$ cat config.mk
export PLATFORM = sky130hd
export DESIGN_NAME = alu
export DESIGN_NICKNAME = d
export VERILOG_FILES = /design/src/rtl/alu_pkg.sv /design/src/rtl/alu_addsub.sv /design/src/rtl/alu.sv
export SDC_FILE = /design/constraint.sdc
export NUM_CORES = 1
export LEC_CHECK = 0
export ABC_AREA = 1
export CAP_MARGIN = 20
export CORE_UTILIZATION = 63
export CTS_CLUSTER_SIZE = 30
export DETAILED_ROUTE_END_ITERATION = 12
export PLACE_DENSITY = 0.91
export SYNTH_ARGS = -nofsm -noshare
export SYNTH_HDL_FRONTEND = slang
export SYNTH_HIERARCHICAL = 1
export SYNTH_SLANG_ARGS = --single-unit
$ cat constraint.sdc
create_clock -name clock -period 9.5 [get_ports clock]
set_clock_uncertainty 0.05 [all_clocks]
set_input_delay 1.425 -clock clock [delete_from_list [all_inputs] [get_ports clock]]
set_output_delay 1.425 -clock clock [all_outputs]
set_load 0.01 [all_outputs]
$ cat src/rtl/alu_pkg.sv
// Shared op encodings, datapath width and small decode helpers for the execute-stage ALU.
// Pure declarations; no logic, latency or flow control of its own.
package alu_pkg;

  localparam int WIDTH = 32;

  typedef logic [2:0] op_t;

  localparam op_t OP_AND = 3'b000;
  localparam op_t OP_OR  = 3'b001;
  localparam op_t OP_ADD = 3'b010;
  localparam op_t OP_RSV = 3'b011;
  localparam op_t OP_NOR = 3'b100;
  localparam op_t OP_XOR = 3'b101;
  localparam op_t OP_SUB = 3'b110;
  localparam op_t OP_SLT = 3'b111;

  function automatic logic is_addsub(input op_t op);
    return (op == OP_ADD) || (op == OP_SUB);
  endfunction

endpackage

$ cat src/rtl/alu_addsub.sv
// Shared adder/subtractor: a + b, or a - b as a + ~b + 1, with carry-out and signed overflow.
// Combinational, zero latency; no backpressure.
module alu_addsub #(
  parameter int WIDTH = 32
) (
  input  logic [WIDTH-1:0] a,
  input  logic [WIDTH-1:0] b,
  input  logic             sub,
  output logic [WIDTH-1:0] result,
  output logic             carry_out,
  output logic             overflow
);

  logic [WIDTH-1:0] w_b_eff;
  logic [WIDTH:0]   w_sum;

  assign w_b_eff   = sub ? ~b : b;
  assign w_sum     = {1'b0, a} + {1'b0, w_b_eff} + {{WIDTH{1'b0}}, sub};
  assign result    = w_sum[WIDTH-1:0];
  assign carry_out = w_sum[WIDTH];

  // Same-sign operands into the adder producing an opposite-sign result.
  assign overflow  = (a[WIDTH-1] == w_b_eff[WIDTH-1]) && (w_sum[WIDTH-1] != a[WIDTH-1]);

endmodule

$ cat src/rtl/alu.sv
// MIPS-style execute ALU: add/sub, logic ops, set-less-than, plus a sticky signed-overflow flag.
// Result/compare/overflow combinational (0 cycles); ovf_sticky one clock edge later. No backpressure.
module alu
  import alu_pkg::*;
#(
  parameter int WIDTH = alu_pkg::WIDTH
) (
  input  logic             clock,
  input  logic             reset_n,
  input  logic [WIDTH-1:0] a,
  input  logic [WIDTH-1:0] b,
  input  logic [2:0]       op,
  input  logic             unsig,
  output logic [WIDTH-1:0] aluout,
  output logic             compout,
  output logic             overflow,
  output logic             ovf_sticky
);

  logic [WIDTH-1:0] w_arith_res;
  logic             w_arith_cout;
  logic             w_arith_ovf;
  logic             w_arith_sub;
  logic [WIDTH-1:0] w_diff;
  logic             w_cmp_cout;
  logic             w_cmp_ovf;
  logic             w_unused;
  logic             r_ovf_sticky;

  assign w_arith_sub = (op == OP_SUB);

  alu_addsub #(.WIDTH(WIDTH)) u_arith (
    .a         (a),
    .b         (b),
    .sub       (w_arith_sub),
    .result    (w_arith_res),
    .carry_out (w_arith_cout),
    .overflow  (w_arith_ovf)
  );

  // Dedicated comparator so compout is valid regardless of the selected op.
  alu_addsub #(.WIDTH(WIDTH)) u_cmp (
    .a         (a),
    .b         (b),
    .sub       (1'b1),
    .result    (w_diff),
    .carry_out (w_cmp_cout),
    .overflow  (w_cmp_ovf)
  );

  assign w_unused = w_arith_cout;

  // No carry out of a + ~b + 1 means a borrow, i.e. unsigned a < b.
  assign compout  = unsig ? ~w_cmp_cout : (w_diff[WIDTH-1] ^ w_cmp_ovf);
  assign overflow = ~unsig & is_addsub(op) & w_arith_ovf;

  always_comb begin
    aluout = '0;
    case (op)
      OP_AND:  aluout = a & b;
      OP_OR:   aluout = a | b;
      OP_ADD:  aluout = w_arith_res;
      OP_RSV:  aluout = '0;
      OP_NOR:  aluout = ~(a | b);
      OP_XOR:  aluout = a ^ b;
      OP_SUB:  aluout = w_arith_res;
      OP_SLT:  aluout = {{(WIDTH-1){1'b0}}, compout};
      default: aluout = '0;
    endcase
  end

  always_ff @(posedge clock or negedge reset_n) begin
    if (!reset_n) begin
      r_ovf_sticky <= 1'b0;
    end else if (overflow) begin
      r_ovf_sticky <= 1'b1;
    end
  end

  assign ovf_sticky = r_ovf_sticky;

endmodule

==> run metrics, run 1 <==
Crit. End Element=output pin; P per Cell Area=69.49 nW/µm²; P_leak=4.096 nW; Syn Area/Cell=5.692 µm²; Ys Warns=6; via count=7232; max cap viols=0; Worst R2R Start=ovf_sticky$_DFFE_PN0P_; WHS Endpoint=ovf_sticky$_DFFE_PN0P_; final wirelength=19280 µm; max frequency=140.0 MHz; Sum Neg Setup Slack=0 ps; CTS clk-pin slew, worst paths=0 ps; Worst Hold Launch=ovf_sticky$_DFFE_PN0P_; Post-Syn Area=6352 µm²; max-slew violations=0; Largest register FFs=1; critical path class=in2out; hold_ws=407.9 ps; dpl hpwl=15190 µm; Area growth syn-to-layout=17.35%; Tcrit/Tclk final=75.20%; Clk Latency, worst-skew pair=0 ps; post-synthesis net count=1314; R2R Setup Slk=8680 ps; nets=1392; drt initial violations=624; Pre-antenna DRT Iters=6; Die Wd=102.4 µm; Critical Path Fanout Max=37; Die Area=10490 µm²; setup violators final=0; Starting Density=64.99%; hold_buf cts=0; DR DRC count=0; maximum VDD drop=0.03930 mV; Worst Path Required=8030 ps; Final Hold Vio Count=0; RSZ-0062 raised after global routing=no; DR WL/cell=14.55 µm; Worst Hold Class=reg2reg; routability cong.=0.9893; Syn Inst Count=1116; most frequent cells in the layout=nand2_1 (308), inv_1 (169), ha_1 (126); pin count of the biggest net entering global routing=70; status=complete, no violations; Via-to-Cell Ratio=5.458; Die H=102.4 µm; post-route ant nets=0; Worst Tran Pin Value=769.2 ps; setup repair bufs after CTS=0; filler instances=816; post-layout util=76.27%; fraction of layout cells with a size suffix above 1=5.034%; Slew HR=48.72%; worst flop-to-flop path endpoint=ovf_sticky$_DFFE_PN0P_; first-pass GRT wire length=29510 µm; fin crit period=7144 ps; PostCTS Resize Cnt=0; GRT overflow=0; Port Buffers=104; GRT Util Overall=35.34%; vias in the first global route=6419; Worst Hold Path Cells=1; Worst Setup Start Kind=input port; number of cells on the worst reg-to-reg path=1; io pins=105; commonest non-fill, non-tap cell in the layout=nand2_1; initial antenna violation count=0; antenna diode count=0; core area=9774 µm²; FP Rows=36; CP arrival=5670 ps
==> through the flow <==
step	power [mW]	cells	worst slack (ps)	instance area (µm²)
global route	0.5740	1325	2119	7455
CTS	0.5073	1324	2423	7440
detailed placement	0.5045	1324	2435	7440
finish	0.5180	1325	2356	7455
floorplan	0.3349	1116	3987	6352
global placement	0.4954	1324	2576	7440
==> how the worst max path moves through the flow <==
stage | start | to | slack [ps]
finish | op[2] | aluout[22] | 2360
CTS | op[2] | aluout[22] | 2420
global placement | op[2] | aluout[22] | 2580
detailed placement | op[2] | aluout[22] | 2430
floorplan | op[0] | aluout[21] | 3990
global route | op[2] | aluout[30] | 2120
==> layout make-up <==
| class | instances | area (µm²) | share of cell area, % |
|---|---|---|---|
| well taps | 133 | 166.4 | 2.232 |
| multi-input cells | 906 | 5514 | 73.97 |
| inverters | 174 | 653.1 | 8.761 |
| flip-flops and latches | 1 | 25.02 | 0.3357 |
| repair buffers | 111 | 1096 | 14.70 |
==> per-layer routing <==
metal,GRT usage (%),routed length (µm)
met5,0,0
met4,8.022,372
met3,4.309,1657
met2,59.89,8494
met1,47.58,8756
==> power by group <==
part | internal [mW] | switching (mW)
logic | 0.210 | 0.302
registers | 0.00549 | 0.000486
clock network | 0 | 0
total | 0.216 | 0.302
==> worst max-delay path, stage by stage <==
cell	delay, ps
clkdlybuf4s50_1	450
buf_4	410
inv_1	150
nor3_2	180
buf_4	510
xnor2_1	210
fa_1	470
o21ai_2	280
nand2_1	100
nand2_2	90
nand3_1	70
nand2_1	170
nand2_1	100
a21o_1	160
nand2_1	50
nand2_1	50
nand2_1	80
nor2_1	50
nand2_1	60
clkdlybuf4s50_1	560
(Power assumes the default switching activity.)
==> run 2, diff against run 1 <==
--- a/config.mk
+++ b/config.mk
@@ -7,10 +7,10 @@
 export LEC_CHECK = 0
 export ABC_AREA = 1
 export CAP_MARGIN = 20
-export CORE_UTILIZATION = 63
+export CORE_UTILIZATION = 58
 export CTS_CLUSTER_SIZE = 30
 export DETAILED_ROUTE_END_ITERATION = 12
-export PLACE_DENSITY = 0.91
+export PLACE_DENSITY = 0.84
 export SYNTH_ARGS = -nofsm -noshare
 export SYNTH_HDL_FRONTEND = slang
 export SYNTH_HIERARCHICAL = 1
==> constraint.sdc (replaced) <==
create_clock -name clock -period 7.2 [get_ports clock]
set_clock_uncertainty 0.05 [all_clocks]
set_input_delay 1.08 -clock clock [delete_from_list [all_inputs] [get_ports clock]]
set_output_delay 1.08 -clock clock [all_outputs]
set_load 0.01 [all_outputs]
==> run metrics, run 2 (same netlist as run 1, synthesis figures left out) <==
status=complete, no violations; total power=0.6813 mW (+32%); Crit. End Element=output pin; antenna diode count=0 (unchanged); register share of total power=1.2% (about the same); most frequent cells in the layout=nand2_1 (308), inv_1 (169), ha_1 (126); core area=10460 µm² (+7.0%); DR WL/cell=14.44 µm (-0.74%); CP arrival=4900 ps (-770 ps); Setup WS pre-CTS=1198 ps (-1237 ps); Comb pwr share=98.8% (about the same); final std cells w/o fill=1329 (+0.30%); DR DRC count=0 (unchanged); Pre-antenna DRT Iters=5 (-1); Starting Density=60.72% (-4.3 points); critical path's most frequent cell=nand2_1; Via-to-Cell Ratio=5.435 (-0.43%); maximum VDD drop=0.04939 mV (+26%); Area growth syn-to-layout=17.53%; setup repair bufs after CTS=0 (unchanged); hold_buf cts=0 (unchanged); Slew HR=48.81% (+0.090 points); PostCTS Resize Cnt=0 (unchanged); GRT Util Overall=33.62% (-1.7 points); Tcrit/Tclk final=83.77%; Worst Tran Pin Value=767.9 ps (-1.351 ps); initial antenna violation count=0 (unchanged); final wirelength=19200 µm (-0.44%); first-pass GRT wire length=31160 µm (+5.6%); Worst Hold Launch=ovf_sticky$_DFFE_PN0P_; CP startpoint=op[1]; CTS clk-pin slew, worst paths=0 ps (unchanged); Die H=106.7 µm (+4.1%); number of cells on the worst reg-to-reg path=1 (unchanged); Psw=0.3966 mW (+31%); max-slew violations=0 (unchanged); Int Pwr=0.2847 mW (+32%); io pins=105 (unchanged); pin count of the biggest net entering global routing=69 (-1.4%); P_leak=4.101 nW (+0.12%); P per Cell Area=91.25 nW/µm² (+31%); Clk Latency, worst-skew pair=0 ps (unchanged); Worst R2R Start=ovf_sticky$_DFFE_PN0P_; worst-path cell chain=clkdlybuf4s50_1 > inv_2 > nor3_2 > buf_4 > xnor2_1 > fa_1 > o21ai_2 > nand2_1 > nand2_1 > nand2_1 > nand2_2 > nand2_1 > nand2_1 > xor2_1 > nand2_1 > nand2_1 > nor2_1 > nand2_1 > clkdlybuf4s50_1; FP Rows=37 (+2.8%); Sum Neg Setup Slack=0 ps (unchanged); Largest register FFs=1 (unchanged); Worst Hold Path Cells=1 (unchanged); Final Hold Vio Count=0 (unchanged); max cap viols=0 (unchanged); GRT overflow=0 (unchanged); slowest cell on the critical path=clkdlybuf4s50_1; vias in the first global route=6574 (+2.4%); Worst Setup Start Kind=input port; routability cong.=0.9845 (-0.49%); setup violators final=0 (unchanged); RSZ-0062 raised after global routing=no; crit-path max cell delay=620 ps (+60 ps); Die Wd=106.7 µm (+4.1%); Sw Share=58.21% (-0.10 points); post-route ant nets=0 (unchanged); worst setup margin=1169 ps (-1187 ps); commonest non-fill, non-tap cell in the layout=nand2_1; nets=1393 (+0.072%); fraction of layout cells with a size suffix above 1=5.113% (+0.080 points); fin crit period=6031 ps; clock share of power=0% (unchanged); via count=7223 (-0.12%); max frequency=165.8 MHz; Port Buffers=104 (unchanged); drt initial violations=508 (-19%); Worst Hold Class=reg2reg; Cells after DPL=1328 (+0.30%); Worst Path Required=6070 ps (-1960 ps); critical path class=in2out; Critical Path Fanout Max=32 (-14%); Die Area=11380 µm² (+8.5%); dpl hpwl=14880 µm (-2.0%)
run 2: metal layers:
| metal | share of wire (%) | track usage, % |
|---|---|---|
| met1 | 46 | 46.00 |
| met2 | 44 | 56.18 |
| met3 | 7.7 | 4.134 |
| met4 | 1.5 | 7.045 |
| met5 | 0 | 0 |
run 2: worst paths after layout:
path,to,slack [ps]
worst max-delay path,aluout[20],1170
worst min-delay path,ovf_sticky$_DFFE_PN0P_,400
worst max register to register,ovf_sticky$_DFFE_PN0P_,6390
worst min register to register,ovf_sticky$_DFFE_PN0P_,400
max in group asynchronous,ovf_sticky$_DFFE_PN0P_,5820
min in group asynchronous,ovf_sticky$_DFFE_PN0P_,1180
run 2: worst max-delay path: cells and delay by family:
kind	cells	cell delay, ps
compound gates	1	250
xor+xnor	2	380
fa+ha+maj	1	480
buf+inv	4	1760
simple gates	11	930
run 2: stage by stage:
stage	util (%)	area, µm²	hold WS, ps
4_1_cts	71.21	7451	406.1
3_3_place_gp	71.21	7451	402.0
2_1_floorplan	-	6352	462.2
6_report	71.36	7466	403.3
5_1_grt	71.36	7466	408.8
3_5_place_dp	71.21	7451	406.2
run 2: power by group through the flow:
stage,Combinational [mW],Clock (mW),Sequential [mW]
2_1_floorplan,0.433,0,0.00866
5_1_grt,0.748,0,0.00791
6_report,0.673,0,0.00784
3_5_place_dp,0.659,0,0.00787
4_1_cts,0.663,0,0.00788
3_3_place_gp,0.654,0,0.00785
run 2: cell type report:
type                            instances  area, µm²
Multi-Input combinational cell        906       5514
Fill cell                            1017       2997
Timing Repair Buffer                  112       1104
Inverter                              174      653.1
Tap cell                              136      170.2
Sequential cell                         1      25.02
==> run 3, diff against run 2 <==
--- a/config.mk
+++ b/config.mk
@@ -7,10 +7,10 @@
 export LEC_CHECK = 0
 export ABC_AREA = 1
 export CAP_MARGIN = 20
-export CORE_UTILIZATION = 58
+export CORE_UTILIZATION = 53
 export CTS_CLUSTER_SIZE = 30
 export DETAILED_ROUTE_END_ITERATION = 12
-export PLACE_DENSITY = 0.84
+export PLACE_DENSITY = 0.81
 export SYNTH_ARGS = -nofsm -noshare
 export SYNTH_HDL_FRONTEND = slang
 export SYNTH_HIERARCHICAL = 1
==> constraint.sdc (replaced) <==
create_clock -name clock -period 5.3 [get_ports clock]
set_clock_uncertainty 0.05 [all_clocks]
set_input_delay 0.795 -clock clock [delete_from_list [all_inputs] [get_ports clock]]
set_output_delay 0.795 -clock clock [all_outputs]
set_load 0.01 [all_outputs]
==> run metrics, run 3 (same netlist as run 1, synthesis figures left out) <==
Starting Density=54.93% (-5.8 points); DR DRC count=7 (+7); P_leak=4.179 nW (+1.9%); Slew HR=48.48% (-0.33 points); Sw Share=57.78% (-0.43 points); P per Cell Area=122.9 nW/µm² (+35%); filler instances=1093 (+7.5%); DR WL/cell=14.18 µm (-1.8%); core area=11560 µm² (+11%); CP startpoint=op[2]; pin count of the biggest net entering global routing=69 (unchanged); final wirelength=19160 µm (-0.19%); Pre-antenna DRT Iters=10 (+5); Int Pwr=0.3974 mW (+40%); fraction of layout cells with a size suffix above 1=7.616% (+2.5 points); Die Wd=111.5 µm (+4.5%); critical path class=in2out; Via-to-Cell Ratio=5.380 (-1.0%); clock share of power=0% (unchanged); post-route ant nets=0 (unchanged); post-layout util=66.23% (-5.1 points); fin crit period=5150 ps; nets=1408 (+1.1%); Worst Setup Start Kind=input port; GRT Util Overall=30.42% (-3.2 points); FP Rows=39 (+5.4%); Psw=0.5438 mW (+37%); via count=7269 (+0.64%); register share of total power=1.1% (about the same); most frequent cells in the layout=nand2_1 (306), inv_1 (169), ha_1 (123); initial antenna violation count=0 (unchanged); maximum VDD drop=0.04867 mV (-1.4%); Comb pwr share=98.9% (about the same); Worst R2R Start=ovf_sticky$_DFFE_PN0P_; CP arrival=4310 ps (-590 ps); Die Area=12430 µm² (+9.3%); Worst Hold Class=reg2reg; Worst Tran Pin Value=772.0 ps (+4.059 ps); worst path bufs/invs=6 (+2); Crit. End Element=output pin; routability cong.=0.9483 (-3.7%); status=finished with violations; critical path's most frequent cell=nand2_1; dpl hpwl=14870 µm (-0.11%); Port Buffers=104 (unchanged); worst-path cell chain=clkdlybuf4s50_1 > inv_1 > nor3_4 > clkbuf_4 > buf_4 > xor2_1 > ha_2 > nand2_1 > nor2_2 > inv_1 > nor4_2 > nand2_1 > nand3_1 > nand2_1 > nand2_1 > nand2_1 > nand2_1 > nor2_1 > nand2_1 > clkdlybuf4s50_1; antenna diode count=0 (unchanged); crit-path max cell delay=530 ps (-90 ps); max cap viols=0 (unchanged); slowest cell on the critical path=clkdlybuf4s50_1; Setup WS pre-CTS=124.5 ps (-1073 ps); drt initial violations=515 (+1.4%); max frequency=194.2 MHz; max-slew violations=0 (unchanged); worst setup margin=149.8 ps (-1019 ps); Die H=111.5 µm (+4.5%); crit-path leading delay family=buffers and inverters; GRT overflow=0 (unchanged); first-pass GRT wire length=31460 µm (+0.98%); vias in the first global route=6588 (+0.21%); Area growth syn-to-layout=20.58%; io pins=105 (unchanged); Worst Path Required=4450 ps (-1620 ps); setup violators final=0 (unchanged); Tcrit/Tclk final=97.17%; Worst Hold Launch=ovf_sticky$_DFFE_PN0P_; Final Hold Vio Count=0 (unchanged); CTS clk-pin slew, worst paths=0 ps (unchanged); commonest non-fill, non-tap cell in the layout=nand2_1; Clk Latency, worst-skew pair=0 ps (unchanged); failing checks=DRC; Largest register FFs=1 (unchanged); total power=0.9412 mW (+38%); Critical Path Fanout Max=5 (-84%)
[run 3: timing repair]
| item | CTS | global route |
|---|---|---|
| gates resized for setup | 0 | 23 |
| setup buffers | 0 | 11 |
| hold buffers | 0 | 0 |
| endpoints found under the setup margin | 0 | 15 |
[run 3: power by group through the flow]
stage / combinational [mW] / clock [mW] / sequential [mW]
global route: 1.03 / 0 / 0.0112
global placement: 0.885 / 0 / 0.0107
detailed placement: 0.892 / 0 / 0.0107
floorplan: 0.588 / 0 / 0.0118
CTS: 0.897 / 0 / 0.0108
finish: 0.930 / 0 / 0.0107
[run 3: worst paths after layout]
check | to | slack (ps) | cells after the start
worst min-delay path | ovf_sticky$_DFFE_PN0P_ | 400 | 1
worst min register to register | ovf_sticky$_DFFE_PN0P_ | 400 | 1
max in group asynchronous | ovf_sticky$_DFFE_PN0P_ | 4210 | 1
min in group asynchronous | ovf_sticky$_DFFE_PN0P_ | 890 | 1
worst max register to register | ovf_sticky$_DFFE_PN0P_ | 4490 | 1
worst max-delay path | aluout[25] | 150 | 20
[run 3: metal layers]
layer  routed length [µm]  share of wire, %  vias to the layer above  global-route usage, %
met5                    0                 0                        -                      0
met3                 1467               7.7                       27                  1.306
li1                     -                 -                     3714                      -
met2                 8141                42                      285                  50.88
met1                 9289                48                     3243                  44.14
met4                  259               1.4                        0                  3.784
[run 3: metrics by stage]
step | cells | TNS (ps) | hold slack [ps] | instance area (µm²)
4_1_cts | 1339 | 0 | 408.1 | 7502
2_1_floorplan | 1116 | 0 | 449.4 | 6352
3_3_place_gp | 1339 | 0 | 405.3 | 7502
3_5_place_dp | 1339 | 0 | 407.8 | 7502
6_report | 1351 | 0 | 403.6 | 7660
5_1_grt | 1351 | -35.34 | 446.2 | 7660
[run 3: cell type report]
cell class / instances / area (µm²) / area share, %
Multi-Input combinational cell: 906 / 5574 / 72.77
Timing Repair Buffer: 127 / 1229 / 16.04
Inverter: 174 / 653.1 / 8.527
Tap cell: 143 / 178.9 / 2.336
Sequential cell: 1 / 25.02 / 0.3267
